**src/rtl/hd_8b10b_pkg.sv**
```systemverilog
// Shared 8b/10b code tables and constants, used by the transmit encoder and the receive decoder.
// Holds only RD- base codes; running-disparity complementing is applied by the encoder.
package hd_8b10b_pkg;

    typedef enum logic {
        ST_SYNC = 1'b0,
        ST_DATA = 1'b1
    } tx_state_e;

    // Symbols are written abcdei_fghj with bit 9 = a.
    localparam logic [9:0] K_28_5_RDN = 10'b0011111010;
    localparam logic [9:0] K_28_5_RDP = 10'b1100000101;

    localparam logic [3:0] CODE4_A7_RDN = 4'b0111;

    // 5b/6b base code (abcdei) at RD-; D.7 is the balanced 111000 variant.
    function automatic logic [5:0] code6_rdn(input logic [4:0] x);
        logic [5:0] c;
        case (x)
            5'd0:    c = 6'b100111;
            5'd1:    c = 6'b011101;
            5'd2:    c = 6'b101101;
            5'd3:    c = 6'b110001;
            5'd4:    c = 6'b110101;
            5'd5:    c = 6'b101001;
            5'd6:    c = 6'b011001;
            5'd7:    c = 6'b111000;
            5'd8:    c = 6'b111001;
            5'd9:    c = 6'b100101;
            5'd10:   c = 6'b010101;
            5'd11:   c = 6'b110100;
            5'd12:   c = 6'b001101;
            5'd13:   c = 6'b101100;
            5'd14:   c = 6'b011100;
            5'd15:   c = 6'b010111;
            5'd16:   c = 6'b011011;
            5'd17:   c = 6'b100011;
            5'd18:   c = 6'b010011;
            5'd19:   c = 6'b110010;
            5'd20:   c = 6'b001011;
            5'd21:   c = 6'b101010;
            5'd22:   c = 6'b011010;
            5'd23:   c = 6'b111010;
            5'd24:   c = 6'b110011;
            5'd25:   c = 6'b100110;
            5'd26:   c = 6'b010110;
            5'd27:   c = 6'b110110;
            5'd28:   c = 6'b001110;
            5'd29:   c = 6'b101110;
            5'd30:   c = 6'b011110;
            default: c = 6'b101011;
        endcase
        return c;
    endfunction

    // 3b/4b base code (fghj) at RD-; y=7 yields the primary P7 code.
    function automatic logic [3:0] code4_rdn(input logic [2:0] y);
        logic [3:0] c;
        case (y)
            3'd0:    c = 4'b1011;
            3'd1:    c = 4'b1001;
            3'd2:    c = 4'b0101;
            3'd3:    c = 4'b1100;
            3'd4:    c = 4'b1101;
            3'd5:    c = 4'b1010;
            3'd6:    c = 4'b0110;
            default: c = 4'b1110;
        endcase
        return c;
    endfunction

    // A7 replaces P7 where P7 would create a run of five equal bits across the sub-block seam.
    function automatic logic use_a7_rdn(input logic [4:0] x);
        return (x == 5'd17) || (x == 5'd18) || (x == 5'd20);
    endfunction

    function automatic logic use_a7_rdp(input logic [4:0] x);
        return (x == 5'd11) || (x == 5'd13) || (x == 5'd14);
    endfunction

    function automatic logic is_bal6(input logic [5:0] c);
        return $countones(c) == 3;
    endfunction

    function automatic logic is_bal4(input logic [3:0] c);
        return $countones(c) == 2;
    endfunction

endpackage

```
**src/rtl/hd_8b10b_enc_comb.sv**
```systemverilog
// Combinational 8b/10b symbol encoder: D.x.y or K.28.5 at a given running disparity.
// Produces the 10-bit symbol (bit 9 = a) and the running disparity after it.
module hd_8b10b_enc_comb
    import hd_8b10b_pkg::*;
(
    input  logic [7:0] data_i,
    input  logic       is_k_i,
    input  logic       rd_i,
    output logic [9:0] sym_o,
    output logic       rd_o
);

    logic [4:0] x;
    logic [2:0] y;
    logic [5:0] base6;
    logic [5:0] code6;
    logic [3:0] base4;
    logic [3:0] code4;
    logic       unbal6;
    logic       unbal4;
    logic       rd_mid;
    logic       rd_end;

    assign x = data_i[4:0];
    assign y = data_i[7:5];

    always_comb begin
        base6  = code6_rdn(x);
        unbal6 = !is_bal6(base6);
        code6  = (rd_i && (unbal6 || (x == 5'd7))) ? ~base6 : base6;
        rd_mid = unbal6 ? ~rd_i : rd_i;

        // The 4b sub-block is chosen against the disparity left by the 6b sub-block.
        if ((y == 3'd7) && ((!rd_mid && use_a7_rdn(x)) || (rd_mid && use_a7_rdp(x)))) begin
            base4 = CODE4_A7_RDN;
        end else begin
            base4 = code4_rdn(y);
        end
        unbal4 = !is_bal4(base4);
        code4  = (rd_mid && (unbal4 || (y == 3'd3))) ? ~base4 : base4;
        rd_end = unbal4 ? ~rd_mid : rd_mid;

        if (is_k_i) begin
            sym_o = rd_i ? K_28_5_RDP : K_28_5_RDN;
            rd_o  = ~rd_i;
        end else begin
            sym_o = {code6, code4};
            rd_o  = rd_end;
        end
    end

endmodule

```
**src/rtl/hd_8b10b_tx.sv**
```systemverilog
// 8b/10b transmitter: sync commas after reset, byte handshake, encode, serialize MSB (a) first.
// Optional periodic comma insertion is enabled by defining HD_8B10B_TX_COMMA_INSERT_EN.
module hd_8b10b_tx
    import hd_8b10b_pkg::*;
#(
    parameter int SYNC_SYMBOLS = 4
) (
    input  logic       clk,
    input  logic       rst,
    input  logic [7:0] data_in,
    input  logic       data_valid,
    output logic       data_ready,
    output logic       tx_out,
    output logic       symbol_start,
    output logic       rd_pos
);

    localparam logic [3:0] SYNC_INIT = 4'(SYNC_SYMBOLS);

    tx_state_e  state_q, state_d;
    logic [3:0] bit_cnt_q, bit_cnt_d;
    logic [3:0] sync_cnt_q, sync_cnt_d;
    logic       rd_q, rd_d;
    logic       tx_q, tx_d;
    logic       start_q, start_d;
    logic [9:0] shreg_q, shreg_d;

    logic       load;
    logic       accept;
    logic       force_comma;
    logic [9:0] enc_sym;
    logic       enc_rd;

    assign load = (bit_cnt_q == 4'd9);

`ifdef HD_8B10B_TX_COMMA_INSERT_EN
    logic [4:0] data_cnt_q, data_cnt_d;

    assign force_comma = (data_cnt_q == 5'd16);

    always_comb begin
        data_cnt_d = data_cnt_q;
        if (load) begin
            data_cnt_d = accept ? data_cnt_q + 5'd1 : 5'd0;
        end
    end

    always_ff @(posedge clk) begin
        if (rst) begin
            data_cnt_q <= 5'd0;
        end else begin
            data_cnt_q <= data_cnt_d;
        end
    end
`else
    assign force_comma = 1'b0;
`endif

    assign data_ready = (state_q == ST_DATA) && load && !force_comma;
    assign accept     = data_valid && data_ready;

    hd_8b10b_enc_comb u_enc (
        .data_i (data_in),
        .is_k_i (!accept),
        .rd_i   (rd_q),
        .sym_o  (enc_sym),
        .rd_o   (enc_rd)
    );

    always_comb begin
        state_d    = state_q;
        sync_cnt_d = sync_cnt_q;
        rd_d       = rd_q;
        bit_cnt_d  = load ? 4'd0 : bit_cnt_q + 4'd1;
        shreg_d    = {shreg_q[8:0], 1'b0};

        if (load) begin
            shreg_d = enc_sym;
            rd_d    = enc_rd;
            if (state_q == ST_SYNC) begin
                sync_cnt_d = sync_cnt_q - 4'd1;
                if (sync_cnt_q == 4'd1) begin
                    state_d = ST_DATA;
                end
            end
        end

        // tx_out is registered, so it follows the head of the next shift-register value.
        tx_d    = shreg_d[9];
        start_d = load;
    end

    always_ff @(posedge clk) begin
        if (rst) begin
            state_q    <= ST_SYNC;
            bit_cnt_q  <= 4'd9;
            sync_cnt_q <= SYNC_INIT;
            rd_q       <= 1'b0;
            tx_q       <= 1'b0;
            start_q    <= 1'b0;
        end else begin
            state_q    <= state_d;
            bit_cnt_q  <= bit_cnt_d;
            sync_cnt_q <= sync_cnt_d;
            rd_q       <= rd_d;
            tx_q       <= tx_d;
            start_q    <= start_d;
        end
    end

    // Shift register is pure data; the first edge after reset always loads it.
    always_ff @(posedge clk) begin
        shreg_q <= shreg_d;
    end

    assign tx_out       = tx_q;
    assign symbol_start = start_q;
    assign rd_pos       = rd_q;

endmodule

```
**config.mk**
```make
export PLATFORM = sky130hd
export DESIGN_NAME = hd_8b10b_tx
export DESIGN_NICKNAME = d
export VERILOG_FILES = /design/src/rtl/hd_8b10b_pkg.sv /design/src/rtl/hd_8b10b_enc_comb.sv /design/src/rtl/hd_8b10b_tx.sv
export SDC_FILE = /design/constraint.sdc
export NUM_CORES = 1
export LEC_CHECK = 0
export BUFFER_PORTS_ARGS = -buffer_cell sky130_fd_sc_hd__buf_4
export CORE_MARGIN = 4
export CORE_UTILIZATION = 55
export DETAILED_ROUTE_END_ITERATION = 16
export GPL_TIMING_DRIVEN = 0
export PLACE_DENSITY = 0.81
export SETUP_SLACK_MARGIN = 0.3
export SYNTH_ARGS = -nofsm -noshare
export SYNTH_HDL_FRONTEND = slang
export SYNTH_SLANG_ARGS = --single-unit
```
**constraint.sdc**
```tcl
create_clock -name clk -period 10.2 [get_ports clk]
set_input_delay 0.51 -clock clk [delete_from_list [all_inputs] [get_ports clk]]
set_output_delay 0.51 -clock clk [all_outputs]
set_load 0.05 [all_outputs]
```
Word-level counts from Yosys, hierarchy flattened
Memory sizes are Yosys's and may differ from the RTL's.
Index checks and enable logic that the tools add are counted.

operators by class
  add/sub/neg operators = 10
  equal/unequal tests = 18
  mux-type cells = 13
  bitwise logic cells = 5
  reductions and logical operators = 20

operators with widths
  operator                                          number
  adder 32 bit                                      3
  == test 32 x 3 -> 1 bit, second input constant    2
  two-way mux 10 bit                                3
  case mux 4 bit (7 select lines)                   1
  == test 5 x 4 -> 1 bit, second input constant     3
  == test 5 bit, second input constant              3
  == test 3 bit, second input constant              4
  two-way mux 4 bit                                 3
  adder 1 x 1 -> 2 bit                              5
  logical AND 1 bit                                 7
  logical OR 1 bit                                  7
  == test 3 x 2 -> 1 bit, second input constant     2
  two-way mux 6 bit                                 1
  NOT 6 bit                                         1
  == test 5 x 3 -> 1 bit, second input constant     1
  two-way mux 1 bit                                 5
  adder 4 x 1 -> 4 bit, second input constant       1
  == test 4 x 1 -> 1 bit, second input constant     1
  == test 4 bit, second input constant              1
  NOT 4 bit                                         1
  subtractor 4 x 1 -> 4 bit, second input constant  1
  == test 3 x 1 -> 1 bit, second input constant     1
  zero test 1 bit                                   3
  zero test 3 bit                                   1
  3 further kinds                                   5

storage, ports and cells
  bits in registers = 21
  memory bits (read-only) = 192
  input port bits = 11
  output and inout port bits = 4
  memories kept = 1

memory list
  name             depth  width  read ports  clocked after memory_dff  write ports  RTL line            text
  (no name shown)  32     6      1           0                         0            hd_8b10b_pkg.sv:19  case (x)

Depth between registers and ports, before layout
Gate-level depths: netlist of run 1.
An unclocked memory read counts as a cell.

  word-level depth = 20
  gate-level depth with buffers = 20

Cells and area by module
From an unflattened synthesis of run 1, not the netlist that was laid out.

unflattened totals
  cell total of the unflattened synthesis = 248
  area, all modules = 1945.6 µm²

modules (own cells, without submodules)
  module             instances  cells an instance  area an instance (µm²)  seq. area each (µm²)
  hd_8b10b_enc_comb  1          157                1144.8                  0.0
  hd_8b10b_tx        1          91                 800.8                   420.4

Worst setup path before layout of run 1
No wires, ideal clock.

  path type = input to register
  from = input port data_in[0]
  to = register rd_q (netlist: rd_pos)
  library setup time = 0.128 ns
  arrival time = 4.604 ns
  data required time = 10.072 ns
  slack = 5.468 ns
  cell stages on the path = 19
  cell sequence = inv_1 -> ha_1 -> mux2_4 -> mux2_2 -> a221oi_2 -> ha_1 -> fa_1 -> ha_1 -> and4bb_1 -> buf_4 -> xnor2_1 -> a211oi_1 -> or3_1 -> ha_1 -> xor2_1 -> o21a_1 -> o31ai_1 -> xor2_1 -> nor2_1

between the ends
  longest elaborated chain between the ends = 16
  elaborated cells on any way between the ends = 31

ends and longest elaborated chain
  item                                             RTL line                 text
  start, declared                                  hd_8b10b_tx.sv:10        input logic [7:0] data_in,
  memory read (32 x 6 bit)                         -
  adder 1 x 1 -> 2 bit (not written as such)       hd_8b10b_pkg.sv:82       return $countones(c) == 3;
  adder 32 bit (not written as such) (2 in a row)  hd_8b10b_pkg.sv:82
  == test 32 x 3 -> 1 bit                          hd_8b10b_pkg.sv:82
  two-way mux 1 bit                                hd_8b10b_enc_comb.sv:31  rd_mid = unbal6 ? ~rd_i : rd_i;
  zero test 1 bit                                  hd_8b10b_enc_comb.sv:34  if ((y == 3'd7) && ((!rd_mid && use_a7_rdn(x)) || (rd_mid && use_a7_rdp(x)))) begin
  logical AND 1 bit                                hd_8b10b_enc_comb.sv:34
  logical OR 1 bit                                 hd_8b10b_enc_comb.sv:34
  logical AND 1 bit                                hd_8b10b_enc_comb.sv:34
  two-way mux 4 bit                                hd_8b10b_enc_comb.sv:34
  adder 1 x 1 -> 2 bit (not written as such)       hd_8b10b_pkg.sv:86       return $countones(c) == 2;
  adder 32 bit (not written as such)               hd_8b10b_pkg.sv:86
  == test 32 x 3 -> 1 bit                          hd_8b10b_pkg.sv:86
  two-way mux 1 bit (*)                            hd_8b10b_enc_comb.sv:41  rd_end = unbal4 ? ~rd_mid : rd_mid;
  two-way mux 1 bit (*)                            hd_8b10b_enc_comb.sv:43  if (is_k_i) begin
  end signal, assigned                             hd_8b10b_tx.sv:105       rd_q <= rd_d;
  end, declared                                    hd_8b10b_tx.sv:23        logic rd_q, rd_d;

Every way passes the cells marked *; elsewhere a longest branch is shown, timed or not.
A chain may end at the register's enable or synchronous reset.

Worst setup path after layout of run 1
Ends and elaborated chain as after synthesis.

==> metrics.cfg, run 1 <==
[run_status]
status=finished clean

[synthesis]
syn_avg_cell_area_sq_um=8.58
syn_inst=214
yosysSeqAreaShare=0.229
muxShareOfSynthArea=0.0600
async_flop_share=0
synth_compound_area_frac=0.202
synth_ff_type=dfxtp_1
netlist_area_sq_um=1840
mappedNetlistNets=249
synth_edf_count=0
synth_fa_ha_area_frac=0.172
yosysWarnings=0
synth_top_family_by_area=simple AND/OR/NAND/NOR gates
synth_xor_area_frac=0.0477
ys_seq_elements=21
yosys.area_share.simple=0.239
synth.distinct_cells=59

[grt]
gr-usage-met1=0.262
grt_overflow=0
use_met3=0.0374
grt_usage=0.187
grt_pass1_vias=1501
grt_pass1_wl_um=6490
antenna_found_initial=0
busiest_layer=met2
grt_max_degree=13
met2_usage=0.298

[timing]
setup-tns-final_ps=0
worst_slew_pin_slew_ps=522
setup_viol=0
drv_slew=0
rsz0062_at_grt=false
hold_viol_final=0
max_slew_margin=0.651
fin_crit_ps=4880
skew_ps=2.81
fmax_mhz=205
final.period_utilization=0.479

[clock_tree]
hold_buffers=0
post-cts-setup-buffers=0
clkTransAtPathRegs_ps=120
clkLatencyLatePin_ps=310
cts_resized=0
cts.sinks=21
htree_num_levels=1
cts_buffers=3
cts_tree=yes
cts-root-buf=clkbuf_4
clockBufferDepth=2

[placement]
dpl-instance-area_sq_um=1990
place_hpwl_um=2820
port-buffer-count=13
gp_congestion=0.809

[worst_setup_path]
cp_data_required_time_ps=10390
max_stage_delay_ps=440
crit_type=input pin to flip-flop
reg2reg_depth=10
slowest_stage=fa_1
arrival_ps=5080
crit_top_cell=ha_1
cp_max_fo=7
critPathCaptureType=flip-flop
cp_cell_sequence=buf_4 -> inv_1 -> ha_1 -> mux2_4 -> mux2_2 -> a221oi_2 -> ha_1 -> fa_1 -> ha_1 -> and4bb_1 -> buf_4 -> xnor2_1 -> a211oi_1 -> or3_1 -> ha_1 -> xor2_1 -> o21a_1 -> o31ai_1 -> xor2_1 -> nor2_1
start_kind=input pin

[flow_run]
cap_violations=0

[pwr]
vdd_drop_max_v=0.000161
internal_power_uw=201
finalPower_uw=341
switchingPower_uw=140
swShare=0.411
clock_power_share=0.118
combPwrFrac=0.519
p_leak_uw=0.000866
power_frac_seq=0.364
power_density_nw_per_um2=169

[hold_path]
hold_depth=2
hold_path.class=input pin to flip-flop

[route]
via_count=1567
wl_per_cell_um=13.2
ant_nets=0
wirelength_um=3620
drtIter0Drc=82
viasPerCell=5.70
drc=0
drt_pass1_iterations=4

[finish]
fill_cells=281
postLayoutCoreUtil=0.644
final_net_count=267
antenna_cells=0
final_cell_area_sq_um=2020
drive_gt1_frac=0.169
area_growth_pct=9.82

[floorplanning]
die_h_um=65.8
io_pins=15
core-area_sq_um=3130
die_w_um=65.8
core.rowCount=20
die_area_sq_um=4330
initial_utilization=0.587

-- cell usage in the layout (no fill, tap or decap), drive strengths merged, types with 3 or more instances in the layout --
cell type   n
mux2        3
xnor2       4
buf        19
nor2       25
clkbuf      5
o21bai      3
nand2      12
ha         22
dfxtp      21
o21ai       7
mux2i       5
o211ai      3
nand3       4
o31ai       5
a21oi       9
and2        4
nor3       15
nor2b       6
inv        10
a211oi      5
xor2        6
-- final timing paths --
path,end,slack [ps],start
min,bit_cnt_q[1],370,rst
min reg2reg,shreg_q[3],430,shreg_q[2]
max reg2reg,rd_pos,7680,rd_pos
max,rd_pos,5320,data_in[0]
-- sequential cells by signal (all words and copies together), names as in the netlist --
signal	count
tx_out	1
sync_cnt_q	4
symbol_start	1
rd_pos	1
state_q	1
bit_cnt_q	4
shreg_q	9
-- routing by layer --
metal  vias to the layer above  routed length [um]
li1                        804                   -
met1                       742                1750
met2                        19                1710
met3                         2                 140
met4                         0                  24
met5                         -                   0
-- synth_stat cells, drive strengths merged (3+ instances only) --
library cell | number | share of area
dfxtp | 21 | 0.23
o211ai | 3 | 0.012
nand3 | 4 | 0.011
o21ai | 7 | 0.019
and2 | 4 | 0.014
nor2b | 6 | 0.023
inv | 10 | 0.020
a211oi | 5 | 0.020
mux2 | 3 | 0.020
o31ai | 5 | 0.020
xor2 | 6 | 0.029
o21bai | 3 | 0.012
a21oi | 9 | 0.025
nor3 | 15 | 0.044
nor2 | 25 | 0.052
xnor2 | 4 | 0.019
mux2i | 5 | 0.027
ha | 22 | 0.15
nand2 | 12 | 0.025
buf | 6 | 0.026
-- stage by stage --
step / hold slack [ps] / instances / setup WS [ps]
floorplan: 402 / 214 / 5470
global route: 352 / 275 / 4980
CTS: 357 / 275 / 5300
global placement: 413 / 271 / 4990
finish: 367 / 275 / 5320
detailed placement: 413 / 271 / 4970
-- layout make-up --
class	instances	area (sq um)	share of cell area
multi-input combinational	175	1320	0.656
sequential	21	420	0.209
timing repair buffer	13	97.6	0.0484
buffer	8	55.1	0.0273
tap	44	55.1	0.0273
inverter	10	37.5	0.0186
clock buffer	3	22.5	0.0112
clock inverter	1	5.00	0.00248
-- critical path: cells and delay by family --
family	cells	cell delay, ps
xor+xnor	3	580
fa+ha+maj	5	1610
mux	2	550
simple gates	3	590
buf+inv	3	370
compound gates	4	860
-- power by group through the flow --
stage / sequential, uW / clock, uW / combinational [uW]
after detailed placement: 126 / 0 / 176
after floorplan: 135 / 0 / 128
final: 124 / 40.1 / 177
after CTS: 124 / 41.4 / 178
after global placement: 125 / 0 / 173
after global routing: 128 / 45.1 / 203
-- kinds of logic after synthesis --
logic type	after synthesis
simple gates	82
flops	21
compound gates	50
buf+inv	18
mux	9
fa+ha+maj	24
xor+xnor	10
No activity file was read; power rests on OpenSTA's default activity.
==> run 2, diff against run 1 <==
--- a/config.mk
+++ b/config.mk
@@ -5,6 +5,7 @@
 export SDC_FILE = /design/constraint.sdc
 export NUM_CORES = 1
 export LEC_CHECK = 0
+export ABC_AREA = 1
 export BUFFER_PORTS_ARGS = -buffer_cell sky130_fd_sc_hd__buf_4
 export CORE_MARGIN = 4
 export CORE_UTILIZATION = 55
==> constraint.sdc (replaced) <==
create_clock -name clk -period 4.8 [get_ports clk]
set_input_delay 0.24 -clock clk [delete_from_list [all_inputs] [get_ports clk]]
set_output_delay 0.24 -clock clk [all_outputs]
set_load 0.05 [all_outputs]
==> run 2 against run 1 <==
  * Worst setup slack lost 4500 ps
  * Critical endpoint unchanged
  * Sequential share of layout area is 0.83 points higher
  * Cell area is 3.8% lower
  * Register-to-register slack lost 5200 ps
  * Power is 110% higher
  * Global-route usage decreased by 1.6 points
  * Area after synthesis is 3.8% lower
  * Sequential power is 110% higher
  * Clock-buffer cell count is the same
  * Wire length is 13% lower
  * Worst hold slack lost 65 ps
  * First-iteration DRC count shrank 41%
==> metrics.cfg, run 2 <==
[clock_tree]
cts.sinks=21
post-cts-setup-buffers=0
cts_tree=yes
cts_buffers=3
clkTransAtPathRegs_ps=120
cts-root-buf=clkbuf_4
clkLatencyLatePin_ps=310
clockBufferDepth=2
cts_resized=0
hold_buffers=0
htree_num_levels=1

[placement]
port-buffer-count=12
place_hpwl_um=2600
gp_congestion=0.868
place_worst_setup_slack_ps=451

[synthesis]
synth_top_area_frac=0.238
yosysMostFrequentCell=nand2_1
synth_area_leaders=dfxtp_1 24%, ha_1 16%, nand2_1 14%
mappedNetlistNets=292
yosysSeqAreaShare=0.238
async_flop_share=0
synth.distinct_cells=29
synth_edf_count=0
netlist_area_sq_um=1770
synth_top_area_cell=dfxtp_1
yosysWarnings=0
synth_ff_type=dfxtp_1
synth_common_cells=66 x nand2_1, 28 x inv_1, 22 x ha_1, 22 x nand3_1, 21 x dfxtp_1
ys_seq_elements=21
syn_inst=257
syn_avg_cell_area_sq_um=6.87

[route]
via_count=1551
wirelength_um=3160
drtIter0Drc=48
viasPerCell=4.89
drc=0
drt_pass1_iterations=4
ant_nets=0
wl_per_cell_um=9.98

[worst_setup_path]
start_kind=input pin
arrival_ps=4200
crit_top_cell=nand2_1
path_buf_inv=7
slowest_stage=fa_1
crit_type=input pin to flip-flop
cp_data_required_time_ps=5020
worst_path_dominant_cell_family=adder cells
max_stage_delay_ps=440
cp_max_fo=8
critPathCaptureType=flip-flop

[timing]
worst_slew_pin_slew_ps=419
final.period_utilization=0.830
rsz0062_at_grt=false
worst_slack_ps=818
fmax_mhz=251
fin_crit_ps=3980
hold_viol_final=0
setup_viol=0
skew_ps=14.5
drv_slew=0
setup-tns-final_ps=0
max_slew_margin=0.721

[floorplanning]
die_w_um=64.7
die_area_sq_um=4180
die_h_um=64.7
core.rowCount=20
initial_utilization=0.578
core-area_sq_um=3050
io_pins=15

[pwr]
vdd_drop_max_v=0.000269
finalPower_uw=720
p_leak_uw=0.000955
clock_power_share=0.118
power_density_nw_per_um2=372
combPwrFrac=0.519
power_frac_seq=0.364
internal_power_uw=398
switchingPower_uw=322
swShare=0.447

[grt]
grt_max_degree=13
grt_pass1_wl_um=5770
grt_usage=0.171
antenna_found_initial=0
grt_overflow=0
grt_pass1_vias=1404

[finish]
drive_gt1_frac=0.168
mostFrequentLayoutCell=nand2_1
area_growth_pct=9.78
largest_reg_flops=9
multi_input_area_sq_um=1160
antenna_cells=0
final_cell_mix=66 x nand2_1, 28 x inv_1, 22 x nand3_1, 22 x ha_1, 21 x dfxtp_1
regMostFlops=shreg_q
final_net_count=309
area.sequential_sq_um=420
top_regs=shreg_q (9), bit_cnt_q (4), sync_cnt_q (4)
fill_cells=297

[hold_path]
hold_path.class=input pin to flip-flop

[run_status]
status=finished clean

[flow_run]
cap_violations=0

## run 2: cells by family (layout without fill, tap and decap cells)
logic type / Yosys count / count (layout) / share of synthesized area
AOI/OAI and AO/OA: 37 / 37 / 0.117
xor gates and xnor gates: 5 / 5 / 0.0248
adders and majority gates: 24 / 24 / 0.179
buffers and inverters: 43 / 59 / 0.102
DFF: 21 / 21 / 0.238
and+or+nand+nor: 127 / 127 / 0.339
## run 2: worst min-delay path, stage by stage
cell	delay, ps
buf_4	110
nand2_2	110
o21ai_1	80
nand2_1	50
## run 2: path summary, 6_finish.rpt
kind                              endpoint  slack (ps)  depth (start not counted)  startpoint
worst max-delay path                rd_pos         820                         28  data_in[1]
worst min-delay path                tx_out         300                          4  data_valid
worst max register to register      rd_pos        2500                         14      rd_pos
worst min register to register  shreg_q[4]         440                          2  shreg_q[3]
## run 2: layout make-up
class / count / area share
plain buffers: 4 / 0.0161
repair buffers: 12 / 0.0465
clock buffers: 3 / 0.0116
multi-input cells: 193 / 0.601
well taps: 44 / 0.0284
clock inverters: 1 / 0.00258
inverters: 39 / 0.0768
flip-flops and latches: 21 / 0.217
## run 2: stage by stage
stage / instances / util / hold WS, ps / instance area, sq um
global placement: 313 / 0.626 / 409 / 1910
finish: 317 / 0.635 / 302 / 1940
global route: 317 / 0.635 / 318 / 1940
CTS: 317 / 0.635 / 302 / 1940
detailed placement: 313 / 0.626 / 418 / 1910
floorplan: 257 / - / 403 / 1770
## run 2: power groups by stage
stage               logic (uW)  clock network [uW]  registers (uW)
finish                     373                84.6             262
global route               434                96.0             269
CTS                        376                87.9             262
detailed placement         374                   0             266
global placement           366                   0             264
floorplan                  273                   0             288
## run 2: routing by layer
| layer | global-route usage | part of all wire | vias up |
|---|---|---|---|
| li1 | - | - | 856 |
| met1 | 0.231 | 0.51 | 668 |
| met2 | 0.278 | 0.44 | 23 |
| met3 | 0.0364 | 0.038 | 4 |
| met4 | 0.0396 | 0.011 | 0 |
| met5 | 0 | 0 | - |
